[config.mk]
export PLATFORM = sky130hd
export DESIGN_NAME = cpu_control_unit
export DESIGN_NICKNAME = d
export VERILOG_FILES = /design/src/rtl/cpu_control_unit.sv
export SDC_FILE = /design/constraint.sdc
export NUM_CORES = 1
export LEC_CHECK = 0
export CAP_MARGIN = 25
export CELL_PAD_IN_SITES_DETAIL_PLACEMENT = 1
export CELL_PAD_IN_SITES_GLOBAL_PLACEMENT = 1
export CORE_UTILIZATION = 29
export DETAILED_ROUTE_END_ITERATION = 10
export GPL_ROUTABILITY_DRIVEN = 0
export GPL_TIMING_DRIVEN = 1
export MAX_ROUTING_LAYER = met4
export PLACE_DENSITY = 0.73
export SLEW_MARGIN = 20
export SYNTH_ARGS = -nofsm -noshare
export SYNTH_HDL_FRONTEND = slang
export SYNTH_SLANG_ARGS = --single-unit
export TNS_END_PERCENT = 10
[constraint.sdc]
create_clock -name Clk -period 1.6 [get_ports Clk]
set_clock_uncertainty 0.1 [all_clocks]
set_input_delay 0.4 -clock Clk [delete_from_list [all_inputs] [get_ports Clk]]
set_output_delay 0.4 -clock Clk [all_outputs]
set_load 0.01 [all_outputs]
[src/rtl/cpu_control_unit.sv]
// rtl/cpu_control_unit.sv - four-phase instruction sequencer driving integer_datapath
//
// Purpose: accepts one 16-bit instruction per Instr_Valid/Instr_Rdy handshake,
// decodes it into datapath controls and performs exactly one write-back per
// instruction, capturing the resulting ALU flags and counting retirements.
//
// Ports:
//   Clk, Reset                 clock, asynchronous active-low reset
//   Instr, Instr_Valid         instruction offer from upstream
//   Instr_Rdy                  high only while idle
//   N_In, Z_In, C_In           ALU flags from the datapath
//   W_En, W_Adr, R_Adr, S_Adr  register-file controls
//   S_Sel, DS                  S operand source select and sign-extended immediate
//   ALU_OP                     ALU operation code
//   Flags                      {N,Z,C} of the last retired instruction
//   Done                       one-cycle pulse per retired instruction
//   Instr_Cnt                  retired-instruction count (wraps)

module cpu_control_unit #(
  parameter int DATA_W = 16,
  parameter int IMM_W  = 5,
  parameter int CNT_W  = 16
) (
  input  logic              Clk,
  input  logic              Reset,
  input  logic [15:0]       Instr,
  input  logic              Instr_Valid,
  output logic              Instr_Rdy,
  input  logic              N_In,
  input  logic              Z_In,
  input  logic              C_In,
  output logic              W_En,
  output logic [2:0]        W_Adr,
  output logic [2:0]        R_Adr,
  output logic [2:0]        S_Adr,
  output logic              S_Sel,
  output logic [DATA_W-1:0] DS,
  output logic [3:0]        ALU_OP,
  output logic [2:0]        Flags,
  output logic              Done,
  output logic [CNT_W-1:0]  Instr_Cnt
);

  localparam logic [1:0] S_IDLE    = 2'd0;
  localparam logic [1:0] S_DECODE  = 2'd1;
  localparam logic [1:0] S_EXECUTE = 2'd2;
  localparam logic [1:0] S_RETIRE  = 2'd3;

  logic [1:0]       state_q, state_d;
  logic [15:0]      ir_q, ir_d;
  logic [2:0]       flags_q, flags_d;
  logic [CNT_W-1:0] cnt_q, cnt_d;

  always_comb begin
    state_d = state_q;
    ir_d    = ir_q;
    flags_d = flags_q;
    cnt_d   = cnt_q;
    case (state_q)
      S_IDLE: begin
        if (Instr_Valid) begin
          ir_d    = Instr;
          state_d = S_DECODE;
        end
      end
      S_DECODE:  state_d = S_EXECUTE;
      S_EXECUTE: begin
        // Flags are taken at the same edge the register file commits the write.
        flags_d = {N_In, Z_In, C_In};
        state_d = S_RETIRE;
      end
      S_RETIRE: begin
        cnt_d   = cnt_q + CNT_W'(1);
        state_d = S_IDLE;
      end
      default: state_d = S_IDLE;
    endcase
  end

  always_ff @(posedge Clk or negedge Reset) begin
    if (!Reset) begin
      state_q <= S_IDLE;
      ir_q    <= '0;
      flags_q <= '0;
      cnt_q   <= '0;
    end else begin
      state_q <= state_d;
      ir_q    <= ir_d;
      flags_q <= flags_d;
      cnt_q   <= cnt_d;
    end
  end

  // All outputs decode registers only. IR is loaded at the handshake edge, so the
  // decoded fields are already valid in DECODE and persist through IDLE until the
  // next handshake; a reset clears IR and so zeroes every field.
  assign Instr_Rdy = (state_q == S_IDLE);
  assign W_En      = (state_q == S_EXECUTE);
  assign Done      = (state_q == S_RETIRE);
  assign ALU_OP    = ir_q[15:12];
  assign W_Adr     = ir_q[11:9];
  assign R_Adr     = ir_q[8:6];
  assign S_Sel     = ir_q[5];
  // Immediate mode forces S_Adr to 0; register mode forces DS to 0.
  assign S_Adr     = ir_q[5] ? 3'd0 : ir_q[2:0];
  assign DS        = ir_q[5] ? {{(DATA_W-IMM_W){ir_q[IMM_W-1]}}, ir_q[IMM_W-1:0]}
                             : '0;
  assign Flags     = flags_q;
  assign Instr_Cnt = cnt_q;

endmodule

# Word level (Yosys, flattened, before mapping)
# Cells that the tools add are included.
[totals]
regBits = 37
inputBits = 22
wordCells = 15
[op_classes]
addsub = 1
eq_ne = 4
mux = 4
reduce_logical = 2
[op_table]
columns = ["operator", "count"]
rows = [
  ["$add 16x1->16 const B", 1],
  ["$mux 16", 1],
  ["$pmux 2 s4", 1],
  ["$eq 2x2->1 const B", 2],
  ["$mux 3", 1],
  ["$eq 2x1->1 const B", 1],
  ["$logic_not 2->1", 1],
  ["$mux 2", 1],
  ["$ne 2x2->1 const B", 1],
  ["$reduce_and 2->1", 1],
]

# Longest topological paths before layout
# Gate-level depths: netlist of the first run.
[depth]
ltp_word = 2
depth_mapped = 5
mapped_depth_nobuf = 5

# Least setup slack after synthesis of the first run
# Ideal clock, no wire load.
[synth_path]
kind = "reg2reg"
start = "register state_q[0]"
end = "register ir_q[10]"
setup_ps = 125
t_arrival_ps = 1454
required_time_ps = 1375
path_slack_ps = -79
path_stages_with_launch = 6
n_path_buf = 1
cell_sequence = "dfrtp_1 -> inv_1 -> ha_1 -> nand2_1 -> buf_2 -> mux2_2"
[synth_via]
elab_chain_len = 2
[synth_rtl]
columns = ["item", "line", "source"]
rows = [
  ["start, declared", "49", "logic [1:0] state_q, state_d;"],
  ["start signal, assigned", "87", "state_q <= state_d;"],
  ["$logic_not 2->1", "-", ""],
  ["net Instr_Rdy", "28", "output logic Instr_Rdy,"],
  ["$reduce_and 2->1 (no line)", "-", ""],
  ["end signal, assigned", "88", "ir_q <= ir_d;"],
  ["end, declared", "50", "logic [15:0] ir_q, ir_d;"],
]
# The timed path passes the listed nets, and every way through them passes these cells.
# A chain may end at the register's enable or synchronous reset.

# Worst setup path in the final report of the first run
[layout_path]
start = "register state_q[0]"
end = "output port Instr_Rdy"
[layout_via]
elab_chain_len = 1
[layout_rtl]
columns = ["item", "line", "source"]
rows = [
  ["$logic_not 2->1", "97", "assign Instr_Rdy = (state_q == S_IDLE);"],
  ["end, declared", "28", ""],
]
# No other way between the ends.

==> impl_metrics.json, run 1 <==
{
  "fin_nets": 247,
  "worstReg2RegStart": "state_q[0]$_DFFE_PN0P_",
  "synth.distinct_cells": 22,
  "worstMarginPinSlew_ps": 395.3,
  "hold_class": "reg -> reg",
  "gr-total-overflow": 0,
  "crit_type": "reg -> out",
  "max_cap_violations": 0,
  "synth_seq_cells": 37,
  "finalMaxSlewViolations": 0,
  "cp_slowest_cell": "dfrtp_1",
  "utilization_pct": 47.05,
  "period_share_pct": 99.13,
  "crit_arrival_ps": 1090,
  "grt_pass1_vias": 1322,
  "rsz0062_at_grt": "yes",
  "cts_buffer_depth": 2,
  "io_pins": 74,
  "path_cells": "inv_2 > ha_2 > buf_2",
  "drtAntennaViolNets": 0,
  "cts_max_level": 2,
  "port_buffers": 73,
  "antenna_found_initial": 0,
  "setup_violations": 0,
  "relSlewSlack_pct": 73.57,
  "dp_hpwl_um": 2864,
  "peakVddDrop_v": 0.0009036,
  "fin_cells": 293,
  "synth_top_area_share_pct": 52.93,
  "cts_root_buf": "clkbuf_8",
  "cp-end-kind": "output pin",
  "crit_required_ps": 1100,
  "clkSinkCount": 37,
  "synth-async-reset-ratio_pct": 100.0,
  "synth_nets": 168,
  "layout_commonest_cell": "dfrtp_1",
  "synth_ff_type": "dfrtp_1",
  "r2r_cells": 6,
  "worstHoldPathCells": 1,
  "p_per_area_nw_per_um2": 1634,
  "antenna_cells": 0,
  "r2r_end": "ir_q[8]$_DFFE_PN0P_",
  "synth_area_leaders": "dfrtp_1 (53%), mux2_2 (13%), buf_4 (9.0%)",
  "wl_per_cell_um": 13.54,
  "syn_inst": 142,
  "drc": 0,
  "holdWs_ps": 377.3,
  "post-place-cells": 283,
  "syn2layout_area_growth_pct": 52.65,
  "crit_end": "Instr_Rdy",
  "via_per_inst": 4.532,
  "die_w_um": 79.67,
  "run_status": "finished, final reports clean",
  "yosys.area.top_type": "dfrtp_1",
  "core_area_um2": 5675,
  "die_h_um": 79.67,
  "slowest_delay_ps": 430,
  "routed_wl_um": 3968,
  "synth.cell_area_um2": 1749,
  "setup_ws_ps": 13.95,
  "track_usage_pct": 13.78,
  "dieArea_um2": 6347,
  "cts_tree": "done",
  "synth_edf_count": 0,
  "path_clk_slew_ps": 70,
  "min_period_ps": 1586,
  "start_util_pct": 30.82,
  "yosysWarningCount": 0,
  "cts_buffers": 5,
  "fmax_mhz": 630.5,
  "final_layout_size_suffix_gt1_share_pct": 40.72,
  "crit_start": "state_q[0]$_DFFE_PN0P_",
  "hold_violations": 0,
  "grt_pass1_wl_um": 6541,
  "cp_max_fo": 3,
  "seq_area_frac_synth_pct": 52.93,
  "avgSynthCellArea_um2": 12.32,
  "grt_max_degree": 38,
  "dr_total_vias": 1328,
  "post-place-ws_ps": -76.70,
  "rows": 27,
  "setup_tns_ps": 0,
  "r2r_slack_ps": 30,
  "mostFrequentLayoutCells": "dfrtp_1 (35), dlygate4sd2_1 (29), clkdlybuf4s50_1 (20)",
  "crit_path_start_kind": "register",
  "dr.pass1.iters": 4,
  "clkLatencyLatePin_ps": 280,
  "p_leak_uw": 0.001337,
  "drtIter0Drc": 16
}
-- power breakdown --
group / internal [µW] / switching (µW) / total [µW]
Clock: 342 / 312 / 654
Combinational: 1230 / 1000 / 2220
Sequential: 1280 / 201 / 1480
-- how the worst min path moves through the flow --
| stage | startpoint | endpoint | slack, ps |
|---|---|---|---|
| final | Instr_Cnt[15]$_DFFE_PN0P_ | Instr_Cnt[15]$_DFFE_PN0P_ | 380 |
| after global routing | Instr_Cnt[15]$_DFFE_PN0P_ | Instr_Cnt[15]$_DFFE_PN0P_ | 400 |
| after CTS | Instr_Cnt[15]$_DFFE_PN0P_ | Instr_Cnt[15]$_DFFE_PN0P_ | 380 |
| after detailed placement | Reset | ir_q[2]$_DFFE_PN0P_ | 280 |
| after global placement | Reset | ir_q[2]$_DFFE_PN0P_ | 280 |
| after floorplan | Reset | Flags[0]$_DFFE_PN0P_ | 4 |
-- sequential cells by signal, summed over array words and instances, names as in the netlist --
name       count
state_q        2
Instr_Cnt     16
ir_q          16
Flags          3
-- final cells by class --
class | count | area (µm²)
Clock buffer | 7 | 86.33
Fill cell | 623 | 3005
Multi-Input combinational cell | 79 | 749.5
Inverter | 4 | 15.01
Timing Repair Buffer | 94 | 800.8
Tap cell | 72 | 90.09
Sequential cell | 37 | 928.4
-- metrics by stage --
stage	power [µW]	area (µm²)
after floorplan	2868	1754
after global placement	3920	2565
after detailed placement	3994	2565
after CTS	4328	2596
after global routing	4678	2670
final	4363	2670
-- critical path, delay by kind of cell (launching register included) --
| family | cells | cell delay (ps) |
|---|---|---|
| adder cells (fa/ha/maj) | 1 | 170 |
| buffers and inverters | 2 | 210 |
| flip-flops | 1 | 430 |
-- repair_timing --
action | CTS | global route
gates resized for setup | 122 | 27
hold endpoints to repair | 37 | 0
setup buffers | 3 | 0
endpoints found under the setup margin | 58 | 34
hold buffers | 1 | 0
pin swaps | 1 | 3
cloned | 0 | 0
-- metal layers --
| metal | GRT usage [%] | share of wire (%) | vias to the layer above |
|---|---|---|---|
| li1 | - | - | 618 |
| met5 | - | 0 | - |
| met3 | 3.771 | 6.9 | 8 |
| met4 | 4.364 | 1.5 | 0 |
| met2 | 20.26 | 46 | 50 |
| met1 | 18.35 | 46 | 652 |
-- cell families (layout without fill, tap and decap cells) --
group,count (synthesis),count (layout),share of synthesized area (%)
multiplexers,20,20,12.88
AO/OA/AOI/OAI,3,3,1.001
buffers and inverters,26,105,10.16
adder cells (fa/ha/maj),4,4,2.861
flip-flops,37,37,52.93
XOR/XNOR,15,15,7.510
AND/OR/NAND/NOR,37,37,12.66
-- Yosys cell counts, drive strengths merged (3+ instances only) --
master   n
buf     22
nand2    6
nor2     5
xor2    11
nand3    4
xnor2    4
and2     5
nor4     5
inv      4
nor2b    3
nand4    6
dfrtp   37
ha       4
mux2    20
nor3     3
Note: power is estimated with default switching activity, not from simulation.
==> inputs of run 2 (changes only) <==
--- a/config.mk
+++ b/config.mk
@@ -10,7 +10,6 @@
 export CELL_PAD_IN_SITES_GLOBAL_PLACEMENT = 1
 export CORE_UTILIZATION = 29
 export DETAILED_ROUTE_END_ITERATION = 10
-export GPL_ROUTABILITY_DRIVEN = 0
 export GPL_TIMING_DRIVEN = 1
 export MAX_ROUTING_LAYER = met4
 export PLACE_DENSITY = 0.73
==> results of run 2 <==
The final DEF is identical to that of run 1; final timing and power are the same.
==> inputs of run 3 (changes only) <==
--- a/config.mk
+++ b/config.mk
@@ -17,4 +17,4 @@
 export SYNTH_ARGS = -nofsm -noshare
 export SYNTH_HDL_FRONTEND = slang
 export SYNTH_SLANG_ARGS = --single-unit
-export TNS_END_PERCENT = 10
+export TNS_END_PERCENT = 50
==> run 3 against run 2 <==
The run now ends with negative setup slack left. Sequential power about the same. Critical path depth increased by 1. Non-clock buffer count increased by 7. Design area grew 3.9%. Clock power about the same. Final cell count is 2.7% higher. Combinational power is 9% higher. Clock-buffer cell count is the same. Critical path type unchanged. Largest cell class unchanged. Largest power group unchanged.
==> impl_metrics.json, run 3 (synthesized netlist as in run 1, its figures left out) <==
{
  "run_status": "finished, violations left",
  "violations": "negative setup slack",
  "layout_commonest_cell": "dfrtp_1",
  "slowest_delay_ps": 400,
  "min_period_ps": 1666,
  "clkLatencyLatePin_ps": 280,
  "post-place-cells": 283,
  "wl_per_cell_um": 13.98,
  "cts_buffer_depth": 2,
  "cp-end-kind": "output pin",
  "final_layout_size_suffix_gt1_share_pct": 42.79,
  "crit_arrival_ps": 1170,
  "finalMaxSlewViolations": 0,
  "place_area_um2": 2565,
  "drc": 0,
  "setup_tns_ps": -81.58,
  "rows": 27,
  "core_area_um2": 5675,
  "dieArea_um2": 6347,
  "cts_root_buf": "clkbuf_8",
  "dr.pass1.iters": 4,
  "path_delay_family": "flip-flops",
  "p_total_uw": 4576,
  "fmax_mhz": 600.2,
  "use_met3_pct": 3.771,
  "crit_path_start_kind": "register",
  "clkSinkCount": 37,
  "antenna_found_initial": 0,
  "port_buffers": 73,
  "grt_max_degree": 38,
  "stdcell_area_um2": 2775,
  "die_h_um": 79.67,
  "grt_pass1_vias": 1343,
  "path_clk_slew_ps": 70,
  "antenna_cells": 0,
  "grt_pass1_wl_um": 6651,
  "cts_max_level": 2,
  "setup_ws_ps": -66.16,
  "cts_buffers": 5,
  "io_pins": 74,
  "drtAntennaViolNets": 0,
  "crit_type": "reg -> out",
  "drtIter0Drc": 19,
  "die_w_um": 79.67,
  "worstMarginPinSlew_ps": 303.7,
  "cts_tree": "done",
  "syn2layout_area_growth_pct": 58.66,
  "start_util_pct": 30.82,
  "track_usage_pct": 13.98,
  "fin_nets": 255,
  "gr-total-overflow": 0,
  "hold_violations": 0,
  "p_leak_uw": 0.001396,
  "dr_total_vias": 1385,
  "path_cells": "buf_6 > and2_4 > buf_6 > buf_6",
  "met1_usage_pct": 18.56,
  "hold_class": "reg -> reg",
  "rsz0062_at_grt": "yes",
  "routed_wl_um": 4209,
  "period_share_pct": 104.1,
  "peakVddDrop_v": 0.0009652,
  "setup_violations": 2,
  "mostFrequentLayoutCells": "dfrtp_1 (34), dlygate4sd2_1 (29), mux2_2 (20), clkdlybuf4s50_1 (20), buf_2 (18)",
  "cp_max_fo": 6,
  "gp_congestion": 0.7487,
  "busiest_layer": "met2",
  "cp_slowest_cell": "dfrtp_1",
  "relSlewSlack_pct": 79.70,
  "crit_required_ps": 1100,
  "fin_cells": 301,
  "timing.critical_path.mode_cell": "buf_6",
  "via_per_inst": 4.601,
  "max_cap_violations": 0,
  "p_per_area_nw_per_um2": 1649,
  "grtUsageMet2_pct": 20.68,
  "dp_hpwl_um": 2864,
  "path_buf_inv": 3
}
-- run 3: cell types whose count changed in the layout (fill, tap and decap cells not counted), sizes merged --
cell           before  now
and2                5    6
buf                41   48
clkbuf              8   10
clkdlybuf4s15       2    0
-- run 3: cell type report --
class / instances / area, µm²
multi-input combinational: 80 / 770.7
inverter: 4 / 17.52
clock buffer: 7 / 86.33
tap: 72 / 90.09
sequential: 37 / 929.6
timing repair buffer: 101 / 880.8
fill: 617 / 2900
-- run 3: path summary, 6_finish.rpt --
check | from | to | slack [ps] | cells after the start
worst max-delay path | ir_q[5]$_DFFE_PN0P_ | DS[13] | -70 | 4
worst min-delay path | Instr_Cnt[15]$_DFFE_PN0P_ | Instr_Cnt[15]$_DFFE_PN0P_ | 380 | 1
worst max register to register | state_q[0]$_DFFE_PN0P_ | ir_q[15]$_DFFE_PN0P_ | 40 | 6
worst min register to register | Instr_Cnt[15]$_DFFE_PN0P_ | Instr_Cnt[15]$_DFFE_PN0P_ | 380 | 1
max in group asynchronous | Reset | Instr_Cnt[6]$_DFFE_PN0P_ | 690 | 3
min in group asynchronous | Reset | Flags[0]$_DFFE_PN0P_ | 520 | 3
-- run 3: worst reg2reg max path, cell delays in order (launching register included) --
cell and delay [ps]:
dfrtp_2 430, inv_4 70, ha_4 160, buf_6 120, nand2_4 80, clkbuf_16 160
mux2_2 320
-- run 3: layer usage --
| metal | part of all wire [%] | wire [µm] |
|---|---|---|
| met5 | 0 | 0 |
| met4 | 1.4 | 61 |
| met3 | 6.5 | 275 |
| met2 | 47 | 1968 |
| met1 | 45 | 1904 |
-- run 3: power breakdown --
part / switching, µW / internal [µW] / leakage, µW
Clock: 312 / 342 / 0.0000443
Sequential: 217 / 1290 / 0.000458
Combinational: 1070 / 1350 / 0.000893
Total: 1600 / 2980 / 0.00140
-- run 3: timing repair --
item | in CTS | in global routing
setup endpoints to repair | 58 | 48
setup buffers | 7 | 2
hold buffers | 1 | 0
pin swaps | 3 | 8
hold endpoints to repair | 37 | 0
gates resized for setup | 132 | 25
cloned | 1 | 1
-- run 3: per-stage QoR --
stage / setup slack (ps) / hold slack, ps / utilization (%)
after floorplan: 40.75 / 4.409 / -
after global placement: -54.41 / 284.9 / 45.19
after detailed placement: -76.70 / 283.4 / 45.19
after CTS: -75.71 / 384.8 / 46.60
after global routing: -112.4 / 402.9 / 48.90
final: -66.16 / 377.2 / 48.90
